[src/rtl/shift_sequencer.sv]
// Multi-cycle barrel-shift controller: applies the 16/8/4/2/1 stages one per
// cycle through a single stage datapath, with a start/busy/done handshake.
module shift_sequencer #(
  parameter int WIDTH      = 32,
  parameter bit EARLY_EXIT = 1'b0
) (
  input  logic             clk,
  input  logic             rst_n,
  input  logic             start,
  input  logic [WIDTH-1:0] a,
  input  logic [4:0]       shamt,
  input  logic             dir,
  input  logic             arith,
  output logic             ready,
  output logic             busy,
  output logic             done,
  output logic [WIDTH-1:0] result
);

  typedef enum logic [1:0] {IDLE, SHIFT, DONE} state_e;

  typedef struct packed {
    logic [4:0] shamt;
    logic       dir;
    logic       arith;
  } op_t;

  state_e           state_q, state_d;
  op_t              op_q, op_d;
  logic [WIDTH-1:0] work_q, work_d;
  logic [WIDTH-1:0] result_q, result_d;
  logic [2:0]       k_q, k_d;

  logic [4:0]       amt_w, low_mask_w;
  logic [WIDTH-1:0] shifted_w, stage_w;
  logic             last_w;

  // Shared stage: shift by 2^k, applied only when shamt bit k is set.
  assign amt_w      = 5'(1) << k_q;
  assign low_mask_w = amt_w - 5'd1;
  assign last_w     = (k_q == 3'd0) ||
                      (EARLY_EXIT && ((op_q.shamt & low_mask_w) == 5'd0));

  always_comb begin
    shifted_w = work_q;
    if (!op_q.dir)
      shifted_w = work_q << amt_w;
    else if (op_q.arith)
      shifted_w = $signed(work_q) >>> amt_w;
    else
      shifted_w = work_q >> amt_w;
    stage_w = op_q.shamt[k_q] ? shifted_w : work_q;
  end

  always_comb begin
    state_d  = state_q;
    op_d     = op_q;
    work_d   = work_q;
    result_d = result_q;
    k_d      = k_q;
    unique case (state_q)
      IDLE, DONE: begin
        if (start) begin
          op_d   = '{shamt: shamt, dir: dir, arith: arith};
          work_d = a;
          k_d    = 3'd4;
          if (EARLY_EXIT && shamt == 5'd0) begin
            result_d = a;
            state_d  = DONE;
          end else begin
            state_d  = SHIFT;
          end
        end else if (state_q == DONE) begin
          state_d = IDLE;
        end
      end
      SHIFT: begin
        work_d = stage_w;
        if (last_w) begin
          result_d = stage_w;
          state_d  = DONE;
        end else begin
          k_d = k_q - 3'd1;
        end
      end
      default: state_d = IDLE;
    endcase
  end

  always_ff @(posedge clk or negedge rst_n) begin
    if (!rst_n) begin
      state_q  <= IDLE;
      op_q     <= '0;
      work_q   <= '0;
      result_q <= '0;
      k_q      <= 3'd4;
    end else begin
      state_q  <= state_d;
      op_q     <= op_d;
      work_q   <= work_d;
      result_q <= result_d;
      k_q      <= k_d;
    end
  end

  assign ready  = (state_q == IDLE) || (state_q == DONE);
  assign busy   = (state_q == SHIFT);
  assign done   = (state_q == DONE);
  assign result = result_q;

endmodule

[config.mk]
export PLATFORM = sky130hd
export DESIGN_NAME = shift_sequencer
export DESIGN_NICKNAME = d
export VERILOG_FILES = /design/src/rtl/shift_sequencer.sv
export SDC_FILE = /design/constraint.sdc
export NUM_CORES = 1
export LEC_CHECK = 0
export BUFFER_PORTS_ARGS = -buffer_cell sky130_fd_sc_hd__buf_2
export CORE_MARGIN = 5
export CORE_UTILIZATION = 55
export DETAILED_ROUTE_END_ITERATION = 6
export PLACE_DENSITY = 0.75
export SETUP_SLACK_MARGIN = 0.2
export SYNTH_ARGS = -nofsm -noshare
export SYNTH_HDL_FRONTEND = slang
export SYNTH_SLANG_ARGS = --single-unit
[constraint.sdc]
create_clock -name clk -period 3.1 [get_ports clk]
set_input_delay 0.155 -clock clk [delete_from_list [all_inputs] [get_ports clk]]
set_output_delay 0.155 -clock clk [all_outputs]
set_load 0.02 [all_outputs]
After elaboration in Yosys (flattened, before gate mapping)
Index checks and enable logic that the tools add are counted.

storage, ports and cells
  flip-flop bits (word level) = 76
  bits in latches = 0
  bits in writable memories = 0
  memory bits (read-only) = 0
  input bits = 42
  output and inout bits = 35
  word-level logic and storage cells = 43
  memories kept = 0

cells by class
  $add $sub $neg = 1
  $mul = 0
  divide/modulo/power cells = 0
  magnitude comparators = 1
  equality and inequality tests = 6
  shift operators = 4
  mux-type cells = 14
  bitwise operators = 0
  reduce and logical (&&, ||, !) cells = 10

operator list
  operator                                             count
  two-way mux 32 bit                                   4
  one-hot mux 32 bit (2 select lines)                  1
  left shift 32 x 5 -> 32 bit                          1
  >> shifter 32 x 5 -> 32 bit                          1
  >>> shifter 32 x 5 -> 32 bit                         1
  AND reduction 2 bit                                  4
  two-way mux 2 bit                                    3
  two-way mux 3 bit                                    2
  one-hot mux 3 bit (2 select lines)                   1
  left shift 1 x 3 -> 5 bit (first input constant)     1
  < comparator 3 x 4 -> 1 bit (second input constant)  1
  != test 2 bit (second input constant)                2
  one-hot mux 2 bit (2 select lines)                   1
  binary-select mux 1 bit (select 3 bit)               1
  logical NOT 3 bit                                    1
  != test 3 bit (second input constant)                1
  AND reduction 3 bit                                  1
  subtractor 3 x 1 -> 3 bit (second input constant)    1
  == test 2 x 1 -> 1 bit (second input constant)       1
  == test 2 bit (second input constant)                1
  logical NOT 2 bit                                    1
  != test 2 x 1 -> 1 bit (second input constant)       1
  nonzero test 2 bit                                   1
  OR reduction 2 bit                                   1
  other kinds (2)                                      2

Longest topological paths before layout
  depth in word-level cells = 6
  mapped depth = 14

Least setup slack after synthesis
OpenSTA, ideal clock, no wires.

  path type = register to register
  from = register k_q[0]
  to = register work_q[31]
  arrival time = 2,549 ps
  required time = 2,967 ps
  setup slack = 418 ps
  stages on the path, launching flop included = 13
  buffers on the path = 3
  clock period less this slack = 2,682 ps
  cells stage by stage = dfrtp_1 > clkbuf_1 > inv_1 > ha_1 > buf_4 > buf_4 > nor2_1 > a22oi_1 > a221oi_1 > nor2_1 > a2111oi_0 > o21a_1 > o31ai_1

between the ends
  longest elaborated chain between the ends = 6
  elaborated cells between the ends (all ways) = 10

ends and longest elaborated chain
  what                                                                                RTL line  text
  start, declared                                                                     32        logic [2:0] k_q, k_d;
  start signal, assigned                                                              102       k_q <= k_d;
  left shift 1 x 3 -> 5 bit                                                           39        assign amt_w = 5'(1) << k_q;
  >> shifter 32 x 5 -> 32 bit / >>> shifter 32 x 5 -> 32 bit (equally long branches)  51, 49
  two-way mux 32 bit                                                                  48        else if (op_q.arith)
  two-way mux 32 bit                                                                  46        if (!op_q.dir)
  two-way mux 32 bit (*)                                                              52        stage_w = op_q.shamt[k_q] ? shifted_w : work_q;
  one-hot mux 32 bit (2 select lines) (*)                                             61        unique case (state_q)
  end signal, assigned                                                                100       work_q <= work_d;
  end, declared                                                                       30        logic [WIDTH-1:0] work_q, work_d;

Every way passes the cells marked *; elsewhere a longest branch is shown, timed or not. The select of a mux whose other input is x is not followed.
A chain may end at the register's enable or synchronous reset.

Worst setup path in the final report
  from = register k_q[1]
  to = register result_q[10], in the netlist result[10]

between the ends
  longest elaborated chain between the ends = 5
  elaborated cells between the ends (all ways) = 11

ends and longest elaborated chain
  what                                                                                RTL line  text
  left shift 1 x 3 -> 5 bit                                                           39
  >> shifter 32 x 5 -> 32 bit / >>> shifter 32 x 5 -> 32 bit (equally long branches)  51, 49
  two-way mux 32 bit                                                                  48
  two-way mux 32 bit                                                                  46
  two-way mux 32 bit                                                                  52
  end signal, assigned                                                                101       result_q <= result_d;
  end, declared                                                                       31        logic [WIDTH-1:0] result_q, result_d;

Parallel ways exist; a longest one is shown, timed or not. The select of a mux whose other input is x is not followed.

==> summary.txt <==
Worst setup path
  • Worst Setup End Kind: flop
  • Worst Path Required: 3.31 ns
  • CP arrival: 3.21 ns
  • Critical path launch point: k_q[1]
  • Setup CP Type: reg -> reg
  • RR Startpoint: k_q[1]
  • CP Launch Type: flop
  • FF-to-FF path depth: 11
  • Worst-path maximum fanout: 13

Synth
  • Synth cell types: 76
  • Post-synth EDFFs: 0
  • Mapped Nets: 1104
  • Synth Area per Inst: 7.530 um^2
  • Synth Flop Type: dfrtp_1
  • Ys Warns: 0
  • Post-Syn Area: 0.007959 mm^2
  • Register area share after synthesis: 23.91%
  • Async set-reset flop share out of synthesis: 100.0%
  • Cells after Synth: 1057
  • Flops & latches, synth: 76

Die
  • Core box area: 0.01437 mm^2
  • Die Height: 130.3 um
  • Die width: 130.3 um
  • Die area: 0.01698 mm^2
  • Initial cell density of the core: 55.39%
  • # rows: 44
  • IO Count: 77

STA
  • Unrepaired setup endpoints after global routing: true
  • Final TNS setup: 0 ns
  • Post-Route Skew: 0.01638 ns
  • Period utilization: 96.69%
  • Final worst slack: 0.1027 ns
  • Slew Viols, Final: 0
  • Normalized max-slew margin: 34.08%
  • Fin. Hold Viols: 37
  • Min Tclk post-route: 2.997 ns
  • Final setup fails: 0
  • Worst-margin pin slew: 0.9888 ns
  • WHS: -0.03159 ns
  • Max Clk Rate: 333.6 MHz

Final layout
  • Antenna Cells: 0
  • Area Overhead vs Synth: 20.00%
  • Fin area: 0.009550 mm^2
  • Nets: 1175
  • Layout cells sized above 1: 24.01%

Clocking
  • CTS root buf: clkbuf_16
  • TritonCTS Buffers: 9
  • Worst-path clk slew: 0.08 ns
  • CTS Sinks: 76
  • CTS tree: built
  • Bufs on Longest Clock Path: 2
  • Clock Latency Late Sink: 0.35 ns
  • H-Tree Level Count: 3

Placed design
  • Final HPWL DP: 27.48 mm
  • Final GP Congestion: 1.130
  • IO Port Bufs: 76
  • Dpl cell area: 0.008872 mm^2
  • Setup slack at placement: -0.002367 ns

Detailed routing
  • ANT nets after route: 0
  • WL/cell: 29.38 um
  • Via density: 7.698
  • WL final: 38.70 mm
  • DR pass1 iterations: 7
  • DRC viols: 0
  • Initial DRC count: 1831
  • Via count: 10140

Global route
  • Vias in the first global route: 9435
  • GR peak layer: met1
  • First-pass GRT wire length: 57.88 mm
  • Grt ovf: 0
  • Met1 usage: 63.29%
  • Largest net degree at the start of global routing: 77
  • Met3 usage: 16.25%
  • GRT met2 Usage: 60.92%
  • Initial antenna violation count: 1
  • Total GRT Usage: 45.15%

Job
  • Max-Cap Viols: 0

Worst hold path
  • Worst hold path class: in -> async

Status
  • Failing checks: hold timing
  • Outcome: complete, but fails checks
-- path summary, 6_finish.rpt --
kind	endpoint	slack, ns
max	result[10]	0.10
max reg2reg	result[10]	0.10
min reg2reg	result[29]	0.48
max in group asynchronous	k_q[1]	2.46
min	work_q[20]	-0.03
min in group clk	op_q[4]	0
-- timing repair --
action | CTS | global route
pin swaps | 4 | 8
endpoints found under the setup margin | 34 | 52
hold buffers | 3 | 0
cloned | 1 | 1
resized for setup | 11 | 40
endpoints found under the hold margin | 3 | 0
setup buffers | 1 | 12
-- critical path: stages (launching register included) --
cell,delay (ns)
dfrtp_2,0.48
inv_4,0.11
ha_4,0.20
buf_16,0.19
buf_6,0.17
nor3b_1,0.34
o21ai_0,0.15
nand4_1,0.37
a221oi_1,0.19
buf_4,0.17
nor4_1,0.33
o21ai_0,0.16
-- flip-flops by register name, summed over array words and instances (netlist names) --
register,cells
result,32
state_q,2
work_q,32
op_q,7
k_q,3
-- metrics by stage --
stage / utilization, % / std cells / hold WS (ns)
after floorplan: - / 1057 / -0.1406
after global placement: 61.75 / 1283 / 0.3445
after detailed placement: 61.75 / 1283 / 0.3501
after CTS: 64.57 / 1304 / 0.001935
after global routing: 66.47 / 1317 / 0.02937
final: 66.47 / 1317 / -0.03159
-- cells in the mapped netlist (15+ instances only) --
library cell / n / area (um^2)
nand2_1: 125 / 469.2
nor2_1: 69 / 259.0
clkbuf_1: 76 / 285.3
a31oi_1: 15 / 93.84
buf_2: 32 / 160.2
o21ai_0: 108 / 540.5
nor2b_1: 16 / 100.1
a22oi_1: 53 / 397.9
nor3_1: 31 / 155.2
a21oi_1: 63 / 315.3
a211oi_1: 23 / 172.7
nand2b_1: 17 / 106.4
mux2i_1: 54 / 540.5
o22ai_1: 24 / 150.1
dfrtp_1: 75 / 1877
-- layout by cell type (no fill, tap or decap), types with 5 or more instances in the layout --
cell type	instances
nor3b_1	8
a221o_1	7
nand2_1	123
mux4_2	11
a21o_1	6
nand4_1	7
inv_1	12
buf_6	5
nor3_1	29
o21ai_1	7
dfrtp_1	74
a31oi_1	15
a22oi_1	53
mux2i_1	51
a32oi_1	6
nand2b_1	16
o211ai_1	14
nor4_1	9
a2bb2oi_1	9
nor2b_1	12
a211oi_1	19
mux2_2	6
o32ai_1	5
buf_12	11
and3_1	7
o21ai_0	104
o221ai_1	8
a21oi_1	63
a221oi_1	9
buf_4	92
nand3_1	13
buf_2	75
nor2_1	68
clkbuf_16	10
a22o_1	7
o22ai_1	21
o31ai_1	13
-- logic make-up after synthesis --
logic type,Yosys count,synth area share (%)
mux,71,10.75
flops,76,23.91
fa+ha+maj,5,0.7860
simple gates,337,20.53
buf+inv,145,8.238
compound gates,423,35.78
-- layer usage --
layer  part of all wire [%]  up-vias
li1                       -     4149
met1                     38     4753
met2                     40     1016
met3                     17      218
met4                    6.2        2
met5                  0.023        -
-- area by class of cell --
class / instances / area, um^2
well taps: 184 / 230.2
flip-flops and latches: 76 / 1904
multi-input cells: 836 / 5595
fillers: 1269 / 4818
clock inverters: 6 / 71.32
inverters: 16 / 62.56
clock buffers: 10 / 229.0
repair buffers: 189 / 1458
Power is not shown: default switching activity piles up to over one toggle a cycle in this logic, so the estimate is an artifact.
